===== config.mk =====
export PLATFORM = sky130hd
export DESIGN_NAME = spectag_allocator
export DESIGN_NICKNAME = d
export VERILOG_FILES = /design/src/rtl/spectag_allocator_pkg.sv /design/src/rtl/spectag_allocator_rotl.sv /design/src/rtl/spectag_allocator.sv
export SDC_FILE = /design/constraint.sdc
export NUM_CORES = 1
export LEC_CHECK = 0
export BUFFER_PORTS_ARGS = -buffer_cell sky130_fd_sc_hd__clkbuf_2
export CAP_MARGIN = 20
export CELL_PAD_IN_SITES_DETAIL_PLACEMENT = 0
export CELL_PAD_IN_SITES_GLOBAL_PLACEMENT = 2
export CORE_AREA = 8 8 94 62
export CTS_BUF_LIST = sky130_fd_sc_hd__clkbuf_4 sky130_fd_sc_hd__clkbuf_8
export DETAILED_ROUTE_END_ITERATION = 12
export DIE_AREA = 0 0 102 70
export PLACE_DENSITY = 0.87
export SLEW_MARGIN = 10
export SYNTH_ARGS = -nofsm -noshare
export SYNTH_HDL_FRONTEND = slang
export SYNTH_SLANG_ARGS = --single-unit

===== constraint.sdc =====
create_clock -name clk -period 3.1 [get_ports clk]
set_input_delay 0.31 -clock clk [delete_from_list [all_inputs] [get_ports clk]]
set_output_delay 0.31 -clock clk [all_outputs]
set_load 0.1 [all_outputs]

===== src/rtl/spectag_allocator_pkg.sv =====
// Shared widths and reset values for the speculative-tag allocator slice.
package spectag_allocator_pkg;

  localparam int SPECTAG_LEN = 5;
  localparam int BRDEPTH_LEN = 3;

  typedef logic [SPECTAG_LEN-1:0] spectag_t;
  typedef logic [BRDEPTH_LEN-1:0] brdepth_t;

  localparam spectag_t SPECTAG_INIT = 5'b00001;
  localparam brdepth_t MAX_DEPTH    = 3'd5;

endpackage


===== src/rtl/spectag_allocator_rotl.sv =====
// One-hot rotate-left by one position; the top bit wraps to bit 0.
module spectag_rotl
  import spectag_allocator_pkg::*;
(
  input  logic [SPECTAG_LEN-1:0] i_tag,
  output logic [SPECTAG_LEN-1:0] o_tag
);

  assign o_tag = {i_tag[SPECTAG_LEN-2:0], i_tag[SPECTAG_LEN-1]};

endmodule


===== src/rtl/spectag_allocator.sv =====
// Hands out up to two one-hot branch tags per cycle in ring order and tracks
// the in-flight tag mask; the mask mirrors the fix table's valid bits.
module spectag_allocator
  import spectag_allocator_pkg::*;
(
  input  logic                   clk,
  input  logic                   reset,
  input  logic                   inst1_isbranch,
  input  logic                   inst2_isbranch,
  input  logic                   inst1_inv,
  input  logic                   inst2_inv,
  input  logic                   stall_in,
  input  logic                   prmiss,
  input  logic                   prsuccess,
  input  logic [SPECTAG_LEN-1:0] prtag,
  output logic [SPECTAG_LEN-1:0] inst1_spectag,
  output logic [SPECTAG_LEN-1:0] inst2_spectag,
  output logic [SPECTAG_LEN-1:0] setspec1_tag,
  output logic [SPECTAG_LEN-1:0] setspec2_tag,
  output logic                   setspec1_en,
  output logic                   setspec2_en,
  output logic                   alloc_stall,
  output logic [SPECTAG_LEN-1:0] spec_valid,
  output logic [BRDEPTH_LEN-1:0] brdepth
);

  spectag_t r_cur_tag;
  spectag_t r_spec_valid;
  brdepth_t r_brdepth;

  spectag_t w_tag_a;
  spectag_t w_tag_b;
  logic     w_b1;
  logic     w_b2;
  brdepth_t w_need;
  brdepth_t w_free;
  logic     w_go;
  spectag_t w_newest;
  spectag_t w_spec_next;
  brdepth_t w_brdepth_next;

  spectag_rotl u_rotl_a (.i_tag(r_cur_tag), .o_tag(w_tag_a));
  spectag_rotl u_rotl_b (.i_tag(w_tag_a),   .o_tag(w_tag_b));

  assign w_b1   = inst1_isbranch & ~inst1_inv;
  assign w_b2   = inst2_isbranch & ~inst2_inv;
  assign w_need = {2'b00, w_b1} + {2'b00, w_b2};
  assign w_free = MAX_DEPTH - r_brdepth;

  // Capacity uses registered depth only; a same-cycle prsuccess is not bypassed.
  assign alloc_stall = (w_need > w_free);
  assign w_go        = ~stall_in & ~alloc_stall & ~prmiss;

  assign inst1_spectag = w_b1 ? w_tag_a : r_cur_tag;
  assign inst2_spectag = w_b2 ? (w_b1 ? w_tag_b : w_tag_a) : (w_b1 ? w_tag_a : r_cur_tag);
  assign setspec1_tag  = w_tag_a;
  assign setspec2_tag  = w_b1 ? w_tag_b : w_tag_a;
  assign setspec1_en   = w_go & w_b1;
  assign setspec2_en   = w_go & w_b2;

  assign w_newest       = w_b2 ? setspec2_tag : w_tag_a;
  assign w_spec_next    = (r_spec_valid & ~(prsuccess ? prtag : '0))
                        | (setspec1_en ? setspec1_tag : '0)
                        | (setspec2_en ? setspec2_tag : '0);
  assign w_brdepth_next = r_brdepth - {2'b00, prsuccess} + (w_go ? w_need : '0);

  always_ff @(posedge clk) begin
    if (reset) begin
      r_cur_tag    <= SPECTAG_INIT;
      r_spec_valid <= '0;
      r_brdepth    <= '0;
    end else if (prmiss) begin
      r_cur_tag    <= prtag;
      r_spec_valid <= '0;
      r_brdepth    <= '0;
    end else begin
      r_spec_valid <= w_spec_next;
      r_brdepth    <= w_brdepth_next;
      if (w_go & (w_b1 | w_b2))
        r_cur_tag <= w_newest;
    end
  end

  assign spec_valid = r_spec_valid;
  assign brdepth    = r_brdepth;

  // Resolution events must name exactly one live tag, one event at a time.
  a_event_exclusive: assert property (@(posedge clk) disable iff (reset) !(prmiss && prsuccess));
  a_prtag_onehot:    assert property (@(posedge clk) disable iff (reset) (prmiss || prsuccess) |-> $onehot(prtag));
  a_success_live:    assert property (@(posedge clk) disable iff (reset) prsuccess |-> ((prtag & r_spec_valid) != '0));
  a_success_depth:   assert property (@(posedge clk) disable iff (reset) prsuccess |-> (r_brdepth != '0));

endmodule


==> summary.md, run 1 <==
| Metric | Value |
|---|---|
| Post-synthesis compound-gate area fraction | `~17%` |
| Largest net degree at the start of global routing | `15` |
| Reg2Reg Launch Point | `brdepth[1]` |
| Pins over their slew limit | `0` |
| Commonest non-fill, non-tap cells in the layout | `42 x clkbuf_2, 17 x inv_1, 12 x mux2i_1` |
| Synthesized area | `1081 µm²` |
| Hold WS | `about 0.36 ns` |
| CTS sink count | `13` |
| DP Area | `approximately 1400 µm²` |
| Cell variety after synth | `35` |
| Critical Path, Cell by Cell | `inv_1 > ha_4 > nor2b_2 > o211ai_2 > nand2_2 > or2_1 > ha_1 > inv_1 > ha_2 > fa_2 > xor2_1 > xnor2_1 > nor2_1` |
| Routed WL | `3178 µm` |
| Ports | `45` |
| Cells after Synth | `between 100 and 150` |
| FP Rows | `19` |
| Cell depth of the worst flop-to-flop path | `13` |
| Wire per inst | `13.70 µm` |
| Number of global-route vias before repair | `around 1.0k` |
| Simple logic cell fraction of the synthesized area | `15.86%` |
| TritonCTS clock tree | `yes` |
| Startpoint Class | `flip-flop` |
| Leading cell type in the layout, fill and taps excluded | `clkbuf_2` |
| FF-to-FF setup slack | `0.49 ns` |
| Worst slew pin tran | `0.5533 ns` |
| Core ar. | `~4400 µm²` |
| Die ar. | `7140 µm²` |
| Syn_nets | `146` |
| Post-CTS Hold Buffers | `0` |
| WP data required | `between 3 and 4 ns` |
| Crit-path max FO | `3` |
| CTS resizes | `0` |
| CP Capture Point | `brdepth[2]` |
| CP top delay family | `adder cells` |
| Drt drc | `0` |
| Deepest clock path buffer count | `2` |
| Slowest stage cell, crit path | `dfxtp_4` |
| Final estimated routing congestion in global placement | `between 0.7 and 0.8` |
| Place WS | `0.2367 ns` |
| Inserted Clock Buffers | `3` |
| Post-CTS Setup Bufs | `0` |
| Setup TNS | `0 ns` |
| Reg clk slew, reported paths | `roughly 0.07 ns` |
| Critical Path Stages | `13` |
| Layout cell share with drive strength beyond 1 | `45.56%` |
| # diodes | `0` |
| Final Cell Area | `1431 µm²` |
| F_max | `383.6 MHz` |
| Hpwl dp | `about 2700 µm` |
| Crit Path Class | `reg -> reg` |
| Worst Hold Class | `in -> reg` |
| Min Tclk post-route | `2.607 ns` |
| Fin nets | `190` |
| Root Driver | `clkbuf_8` |
| CP Buf/Inv Count | `2` |
| Ys Warns | `0` |
| Fin. Hold Viols | `0` |
| PortBufs | `44` |
| Antenna Nets Post-Route | `0` |
| Clock skew | `~0.012 ns` |
| Worst Path Arrival | `2.74 ns` |
| RSZ-0062 raised after global routing | `false` |
| Post-Syn Area per Cell | `8.580 µm²` |
| Die height | `70 µm` |
| H-tree Lvls | `1` |
| Area share of fa/ha/maj cells after synthesis | `approximately 7.6%` |
| Total grt overflow | `0` |
| Crit share post-route | `84.09%` |
| Max Cap Violations | `0` |
| Crit path capture type | `flip-flop` |
| Vias | `1,012` |
| Worst vdd rail ir drop | `0.0001995 V` |
| Filler cell count | `488` |
| Max_slew headroom | `roughly 63%` |
| First-pass GRT wire length | `between 5000 and 6000 µm` |
| Critical Path Source | `brdepth[1]` |
| Final Setup Violations | `0` |
| Area grow syn2layout | `32.41%` |
| Mux contribution to synthesized area | `roughly a fifth` |
| Detailed Routing Iterations Pass 1 | `4` |
| Post-synthesis xor/xnor area fraction | `3.241%` |
| Worst R2R End | `brdepth[2]` |
| P_leak | `0.7282 nW` |
| Worst skew pair latency | `between 0.2 and 0.3 ns` |
| Combinational family with the most area after synthesis | `multiplexers` |
| Die X | `102 µm` |
| GRT Total Usage | `under 10%` |
| DR iter-0 viols | `60` |
| Initial antenna violation count | `0` |
| CP most frequent cell | `inv_1` |
| Vias/cell | `4.362` |
| Share of the yosys chip area belonging to registers | `24.07%` |
| Power per cell area | `550.0 nW/µm²` |
| Initial Util | `roughly 24%` |
| Outcome | `finished, final reports clean` |
| Synthesized flop and latch total | `13` |
| Final worst slack | `about 0.49 ns` |
| CP peak stage delay | `between 0.3 and 0.4 ns` |
## routing by layer
| metal | vias to the layer above | track usage, % | share of wire [%] |
|---|---|---|---|
| met4 | 0 | 0.9709 | 0 |
| li1 | 514 | - | - |
| met2 | 34 | 11.63 | 38 |
| met5 | - | 0 | 0 |
| met3 | 0 | 4.748 | 11 |
| met1 | 464 | 13.18 | 51 |
## final cells by class
cell class,instances,area (µm²),share of cell area [%]
Clock buffer,3,41.29,2.885
Timing Repair Buffer,49,262.8,18.36
Inverter,17,63.81,4.458
Clock inverter,1,5.005,0.3497
Tap cell,63,78.83,5.507
Multi-Input combinational cell,86,714.4,49.91
Sequential cell,13,265.3,18.53
## Yosys cell counts, drive strengths merged
master,number,area share (%)
fa,1,1.9
nor2,6,2.1
or2,2,1.2
o211ai,2,1.9
and2,2,1.2
a21oi,7,4.6
mux2i,14,13
mux2,5,6.2
dfxtp,13,24
a211o,1,0.81
nand2,12,4.4
clkbuf,2,0.69
o31ai,5,3.5
buf,8,6.3
nand3,6,2.8
inv,17,5.9
xor2,2,1.6
nor2b,1,0.58
xnor2,2,1.6
o21ai,4,2.9
a22oi,5,3.5
nand2b,2,1.4
and2b,1,0.81
ha,5,5.8
and4bb,1,1.5
## metrics by stage
stage               power, mW  util [%]  cells
floorplan              0.5684         -    126
global placement       0.6329     31.32    228
detailed placement     0.6319     31.32    228
CTS                    0.7938     32.37    232
global route           0.8208     32.37    232
finish                 0.7873     32.37    232
## tightest hold or removal path, delay by kind of cell
family / cells / cell delay (ns)
and+or+nand+nor: 2 / 0.12
buffers and inverters: 1 / 0.09
AOI/OAI and AO/OA: 1 / 0.06
## sequential cells by signal, indices dropped and copies added (netlist names)
signal and count:
r_cur_tag 5, spec_valid 5, brdepth 3
## power breakdown
part	total, mW	internal, mW	switching [mW]	leakage [nW]
clock	0.160	0.0890	0.0712	0.0255
sequential	0.196	0.177	0.0182	0.108
combinational	0.431	0.0839	0.347	0.595
## cell families after synthesis
| logic type | count (synthesis) |
|---|---|
| adders and majority gates | 6 |
| AOI/OAI and AO/OA | 24 |
| muxes | 19 |
| DFF | 13 |
| xor gates and xnor gates | 4 |
| buffers and inverters | 27 |
| and+or+nand+nor | 33 |
## worst min-delay path by stage
stage               slack, ns  cells after the start     startpoint       endpoint
global placement         0.46                      2  spec_valid[4]  spec_valid[4]
floorplan                0.47                      2          reset   r_cur_tag[0]
CTS                      0.36                      4       prtag[1]  spec_valid[1]
detailed placement       0.47                      2  spec_valid[4]  spec_valid[4]
global route             0.38                      4       prtag[4]  spec_valid[4]
finish                   0.36                      4       prtag[1]  spec_valid[1]
Power figures use the tool's default switching activity.
==> run 2: changes to the inputs <==
--- a/config.mk
+++ b/config.mk
@@ -9,11 +9,11 @@
 export CAP_MARGIN = 20
 export CELL_PAD_IN_SITES_DETAIL_PLACEMENT = 0
 export CELL_PAD_IN_SITES_GLOBAL_PLACEMENT = 2
-export CORE_AREA = 8 8 94 62
+export CORE_AREA = 8 8 91 61
 export CTS_BUF_LIST = sky130_fd_sc_hd__clkbuf_4 sky130_fd_sc_hd__clkbuf_8
 export DETAILED_ROUTE_END_ITERATION = 12
-export DIE_AREA = 0 0 102 70
-export PLACE_DENSITY = 0.87
+export DIE_AREA = 0 0 99 69
+export PLACE_DENSITY = 0.88
 export SLEW_MARGIN = 10
 export SYNTH_ARGS = -nofsm -noshare
 export SYNTH_HDL_FRONTEND = slang
==> constraint.sdc (replaced) <==
create_clock -name clk -period 2.6 [get_ports clk]
set_input_delay 0.26 -clock clk [delete_from_list [all_inputs] [get_ports clk]]
set_output_delay 0.26 -clock clk [all_outputs]
set_load 0.1 [all_outputs]
==> summary.md, run 2 (synthesis gave the netlist of run 1 again) <==
| Metric | Value |
|---|---|
| Hold WS | `0.3113 ns (-0.04692 ns)` |
| GRT Total Usage | `9.698% (+0.57 points)` |
| Total grt overflow | `0 (unchanged)` |
| First-pass GRT wire length | `5506 µm (+5.6%)` |
| Crit Path Class | `in -> reg` |
| Inserted Clock Buffers | `3 (unchanged)` |
| DR iter-0 viols | `46 (-23%)` |
| Comb power frac | `56.8% (+2.0 points)` |
| FP Rows | `19 (unchanged)` |
| Core ar. | `4255 µm² (-3.8%)` |
| Die ar. | `6831 µm² (-4.3%)` |
| # diodes | `0 (unchanged)` |
| Power per cell area | `624.6 nW/µm² (+14%)` |
| Crit-path max FO | `3 (unchanged)` |
| Wire per inst | `14.61 µm (+6.6%)` |
| Final estimated routing congestion in global placement | `0.7882 (+5.1%)` |
| Total power | `0.9823 mW (+25%)` |
| P_int | `0.4473 mW (+28%)` |
| WP data required | `2.73 ns (-0.51 ns)` |
| Number of global-route vias before repair | `1,146 (+12%)` |
| Detailed Routing Iterations Pass 1 | `4 (unchanged)` |
| Outcome | `finished, final reports clean` |
| Drt drc | `0 (unchanged)` |
| Worst vdd rail ir drop | `0.0002301 V (+15%)` |
| Pins over their slew limit | `0 (unchanged)` |
| Layout cell share with drive strength beyond 1 | `53.80% (+8.2 points)` |
| Crit path capture type | `flip-flop` |
| Worst Path Arrival | `2.65 ns (-0.09 ns)` |
| Ports | `45 (unchanged)` |
| Commonest non-fill, non-tap cells in the layout | `40 x clkbuf_2, 16 x inv_1, 11 x nand2_1` |
| Clock power frac | `19.1% (-1.3 points)` |
| Switching share of power | `54.47% (-1.0 points)` |
| FF-to-FF setup slack | `0.10 ns (-0.39 ns)` |
| Util after Layout | `36.96% (+4.6 points)` |
| Deepest clock path buffer count | `2 (unchanged)` |
| Hpwl dp | `2678 µm (+0.25%)` |
| Antenna Nets Post-Route | `0 (unchanged)` |
| Filler cell count | `429 (-12%)` |
| Largest net degree at the start of global routing | `14 (-1)` |
| Min Tclk post-route | `2.516 ns` |
| Die height | `69 µm (-1.4%)` |
| Routed WL | `3257 µm (+2.5%)` |
| Worst skew pair latency | `0.25 ns (about the same)` |
| Crit share post-route | `96.77%` |
| Sequential Power Share | `24.0% (-0.9 points)` |
| Fin. Hold Viols | `0 (unchanged)` |
| PortBufs | `44 (unchanged)` |
| Reg clk slew, reported paths | `0.07 ns (about the same)` |
| Die X | `99 µm (-2.9%)` |
| Root Driver | `clkbuf_8` |
| Worst slew pin tran | `0.5268 ns (-0.02647 ns)` |
| Worst Hold Class | `in -> reg` |
| CTS sink count | `13 (unchanged)` |
| P_leak | `0.7669 nW (+5.3%)` |
| F_max | `397.5 MHz` |
| RSZ-0062 raised after global routing | `true` |
| Fin nets | `192 (+1.1%)` |
| Max_slew headroom | `63.87% (+0.60 points)` |
| Vias/cell | `4.529 (+3.8%)` |
| Clock skew | `0.008970 ns (-0.002561 ns)` |
| Psw | `0.5351 mW (+22%)` |
| Final Setup Violations | `0 (unchanged)` |
| Startpoint Class | `primary input` |
| Initial Util | `25.40% (+0.96 points)` |
| TritonCTS clock tree | `yes` |
| Initial antenna violation count | `0 (unchanged)` |
| Leading cell type in the layout, fill and taps excluded | `clkbuf_2` |
| Area grow syn2layout | `45.49%` |
| Vias | `1,010 (-0.20%)` |
| Max Cap Violations | `0 (unchanged)` |
| H-tree Lvls | `1 (unchanged)` |
==> run 2: cell count changes in the layout (fill, tap and decap cells not counted), sizes merged <==
cell	before	now
clkbuf	45	43
buf	7	11
==> run 2: path summary, 6_finish.rpt <==
path	startpoint	to	cells past startpoint
worst max-delay path	inst2_inv	brdepth[2]	14
worst min-delay path	prtag[2]	spec_valid[2]	4
worst max register to register	brdepth[1]	brdepth[2]	13
worst min register to register	spec_valid[4]	spec_valid[4]	2
==> run 2: critical path: stages <==
cell and delay (ns):
buf_6 0.09, and4bb_4 0.34, ha_4 0.20, nor2b_4 0.13, o211ai_4 0.17, nand2_2 0.07, or2_1 0.21, ha_1 0.27
inv_1 0.04, ha_2 0.17, fa_2 0.33, xor2_1 0.18, xnor2_1 0.14, nor2_1 0.05
==> run 2: final cells by class <==
class / instances / area [µm²] / share of cell area, %
Inverter: 17 / 63.81 / 4.057
Clock buffer: 3 / 41.29 / 2.625
Tap cell: 52 / 65.06 / 4.137
Multi-Input combinational cell: 86 / 800.8 / 50.91
Sequential cell: 13 / 272.8 / 17.34
Clock inverter: 1 / 5.005 / 0.3182
Timing Repair Buffer: 51 / 324.1 / 20.60
==> run 2: stage by stage <==
stage / instances / instance area, µm² / setup slack [ns] / setup TNS (ns)
after floorplan: 126 / 1195 / -0.3645 / -0.5915
after global placement: 218 / 1495 / -0.2086 / -0.3024
after detailed placement: 218 / 1495 / -0.2337 / -0.3443
after CTS: 222 / 1544 / 0.002405 / 0
after global routing: 223 / 1573 / -0.03480 / -0.03480
final: 223 / 1573 / 0.08400 / 0
==> run 2: per-layer routing <==
layer | GRT usage, % | part of all wire, % | wire [µm] | vias to the layer above
met5 | 0 | 0 | 0 | -
met4 | 1.015 | 0.43 | 14 | 0
met3 | 3.607 | 5.5 | 179 | 2
met2 | 15.37 | 46 | 1486 | 22
met1 | 12.50 | 48 | 1577 | 473
li1 | - | - | - | 513
==> run 2: power by group through the flow <==
stage,combinational [mW],clock (mW),sequential [mW]
floorplan,0.386,0,0.321
global placement,0.552,0,0.240
CTS,0.557,0.188,0.236
finish,0.558,0.188,0.236
global route,0.585,0.203,0.238
detailed placement,0.555,0,0.240
==> run 2: what timing repair did <==
item	in CTS	in global routing
setup endpoints to repair	1	2
setup buffers	0	1
resized for setup	2	3
pin swaps	0	9
gates cloned	0	0
hold endpoints to repair	0	0
hold buffers	0	0
==> run 3: changes to the inputs <==
--- a/config.mk
+++ b/config.mk
@@ -14,6 +14,7 @@
 export DETAILED_ROUTE_END_ITERATION = 12
 export DIE_AREA = 0 0 99 69
 export PLACE_DENSITY = 0.88
+export REMOVE_ABC_BUFFERS = 1
 export SLEW_MARGIN = 10
 export SYNTH_ARGS = -nofsm -noshare
 export SYNTH_HDL_FRONTEND = slang
==> summary.md, run 3 (synthesis gave the netlist of run 1 again) <==
| Metric | Value |
|---|---|
| Initial antenna violation count | `0 (unchanged)` |
| Clock skew | `0.0007822 ns (-0.008188 ns)` |
| Psw | `0.5155 mW (-3.7%)` |
| Die height | `69 µm (unchanged)` |
| Outcome | `finished, final reports clean` |
| Pins over their slew limit | `0 (unchanged)` |
| Crit-path max FO | `2 (-1)` |
| TritonCTS clock tree | `yes` |
| Inserted Clock Buffers | `3 (unchanged)` |
| CP top delay family | `adder cells` |
| Hpwl dp | `2649 µm (-1.1%)` |
| Commonest non-fill, non-tap cells in the layout | `40 x clkbuf_2, 16 x inv_1, 14 x mux2i_1` |
| Wire per inst | `14.24 µm (-2.5%)` |
| Vias/cell | `4.542 (+0.29%)` |
| CTS sink count | `13 (unchanged)` |
| # diodes | `0 (unchanged)` |
| DR iter-0 viols | `32 (-30%)` |
| RSZ-0062 raised after global routing | `true` |
| Sequential Power Share | `24.2% (+0.2 points)` |
| Power per cell area | `638.2 nW/µm² (+2.2%)` |
| FF-to-FF setup slack | `0.10 ns (about the same)` |
| Total power | `0.9638 mW (-1.9%)` |
| Largest net degree at the start of global routing | `14 (unchanged)` |
| Layout cell share with drive strength beyond 1 | `46.82% (-7.0 points)` |
| CP Buf/Inv Count | `2 (unchanged)` |
| Comb power frac | `55.7% (-1.1 points)` |
| Final Setup Violations | `0 (unchanged)` |
| Placed insts | `219 (+0.46%)` |
| Root Driver | `clkbuf_8` |
| Initial Util | `25.40% (unchanged)` |
| Post-CTS Hold Buffers | `0 (unchanged)` |
| Worst skew pair latency | `0.24 ns (about the same)` |
| Detailed Routing Iterations Pass 1 | `4 (unchanged)` |
| Core ar. | `4255 µm² (unchanged)` |
| Filler cell count | `450 (+4.9%)` |
| Total grt overflow | `0 (unchanged)` |
| Critical Path, Cell by Cell | `buf_6 > and4bb_4 > ha_4 > nor2b_4 > o211ai_2 > nand2_2 > or2_1 > ha_1 > inv_1 > ha_2 > fa_2 > xor2_2 > xnor2_1 > nor2_1` |
| Ports | `45 (unchanged)` |
| Worst Hold Class | `in -> reg` |
| FP Rows | `19 (unchanged)` |
| Fin cells | `225 (+0.90%)` |
| Clock power frac | `20.1% (+1.0 points)` |
| GRT Total Usage | `9.487% (-0.21 points)` |
| First-pass GRT wire length | `5285 µm (-4.0%)` |
| Reg clk slew, reported paths | `0.06 ns (about the same)` |
| Switching share of power | `53.48% (-0.98 points)` |
| Worst Path Arrival | `2.67 ns (+0.02 ns)` |
| H-tree Lvls | `1 (unchanged)` |
| P_int | `0.4483 mW (+0.23%)` |
| Routed WL | `3204 µm (-1.6%)` |
| Area grow syn2layout | `39.70%` |
| Max_slew headroom | `63.66% (-0.21 points)` |
| Startpoint Class | `primary input` |
| Vias | `1,022 (+1.2%)` |
| Fin. Hold Viols | `0 (unchanged)` |
| Max Cap Violations | `0 (unchanged)` |
| Worst slew pin tran | `0.5474 ns (+0.02055 ns)` |
| Slowest stage cell, crit path | `fa_2` |
| WP data required | `2.74 ns (about the same)` |
| Fin nets | `194 (+1.0%)` |
| Deepest clock path buffer count | `2 (unchanged)` |
| Die ar. | `6831 µm² (unchanged)` |
| Worst vdd rail ir drop | `0.0002898 V (+26%)` |
| Min Tclk post-route | `2.534 ns (+0.01835 ns)` |
| Number of global-route vias before repair | `1,085 (-5.3%)` |
| PortBufs | `44 (unchanged)` |
| Final estimated routing congestion in global placement | `0.7614 (-3.4%)` |
| Crit Path Class | `in -> reg` |
| Leading cell type in the layout, fill and taps excluded | `clkbuf_2` |
| Drt drc | `0 (unchanged)` |
| Die X | `99 µm (unchanged)` |
| CP peak stage delay | `0.35 ns (about the same)` |
| P_leak | `0.7762 nW (+1.2%)` |
| Crit path capture type | `flip-flop` |
| Antenna Nets Post-Route | `0 (unchanged)` |
| F_max | `394.6 MHz (-0.72%)` |
| Crit share post-route | `97.47% (+0.71 points)` |
## run 3: power by group through the flow
| stage | Clock, mW | Sequential, mW | Combinational [mW] |
|---|---|---|---|
| floorplan | 0 | 0.318 | 0.334 |
| global placement | 0 | 0.237 | 0.518 |
| detailed placement | 0 | 0.236 | 0.523 |
| CTS | 0.199 | 0.232 | 0.530 |
| global route | 0.206 | 0.237 | 0.561 |
| finish | 0.194 | 0.233 | 0.537 |
## run 3: layer usage
metal,up-vias,wire length [µm],GRT usage (%),share of wire (%)
met5,-,0,0,0
met4,0,15,1.354,0.47
met3,2,208,4.008,6.5
met2,29,1416,14.33,44
met1,470,1564,12.38,49
li1,521,-,-,-
## run 3: per-stage QoR
step                      hold WS [ns]  worst slack, ns  cell area, µm²  util, %   TNS, ns
after global placement          0.4638          -0.1961            1389    32.64   -0.2341
after CTS                       0.3131         0.006874            1459    34.28         0
final                           0.3114          0.06566            1510    35.49         0
after detailed placement        0.4640          -0.2695            1389    32.64   -0.3869
after global routing            0.3448         -0.02922            1510    35.49  -0.02922
after floorplan                 0.4187          -0.9471            1006        -    -8.384
## run 3: final timing paths
| check | from | end | cells after the start |
|---|---|---|---|
| max | inst1_inv | brdepth[2] | 14 |
| min | prtag[2] | spec_valid[2] | 4 |
| max reg2reg | brdepth[1] | brdepth[2] | 13 |
| min reg2reg | spec_valid[3] | spec_valid[3] | 2 |
## run 3: worst min-delay path, cell delays in order
cell	delay (ns)
clkbuf_2	0.09
nand2_1	0.05
nand3_1	0.07
o31ai_1	0.05
## run 3: final cells by class
cell class	instances	area, µm²	share of cell area [%]
clock buffers	4	48.80	3.231
flip-flops and latches	13	261.5	17.32
well taps	52	65.06	4.308
multi-input cells	86	732.0	48.47
inverters	17	63.81	4.225
repair buffers	53	339.1	22.45
## run 3: what timing repair did
action,in CTS,in global routing
buffers inserted,1,1
pin swaps,4,10
gates resized for setup,5,7
endpoints found under the setup margin,1,2
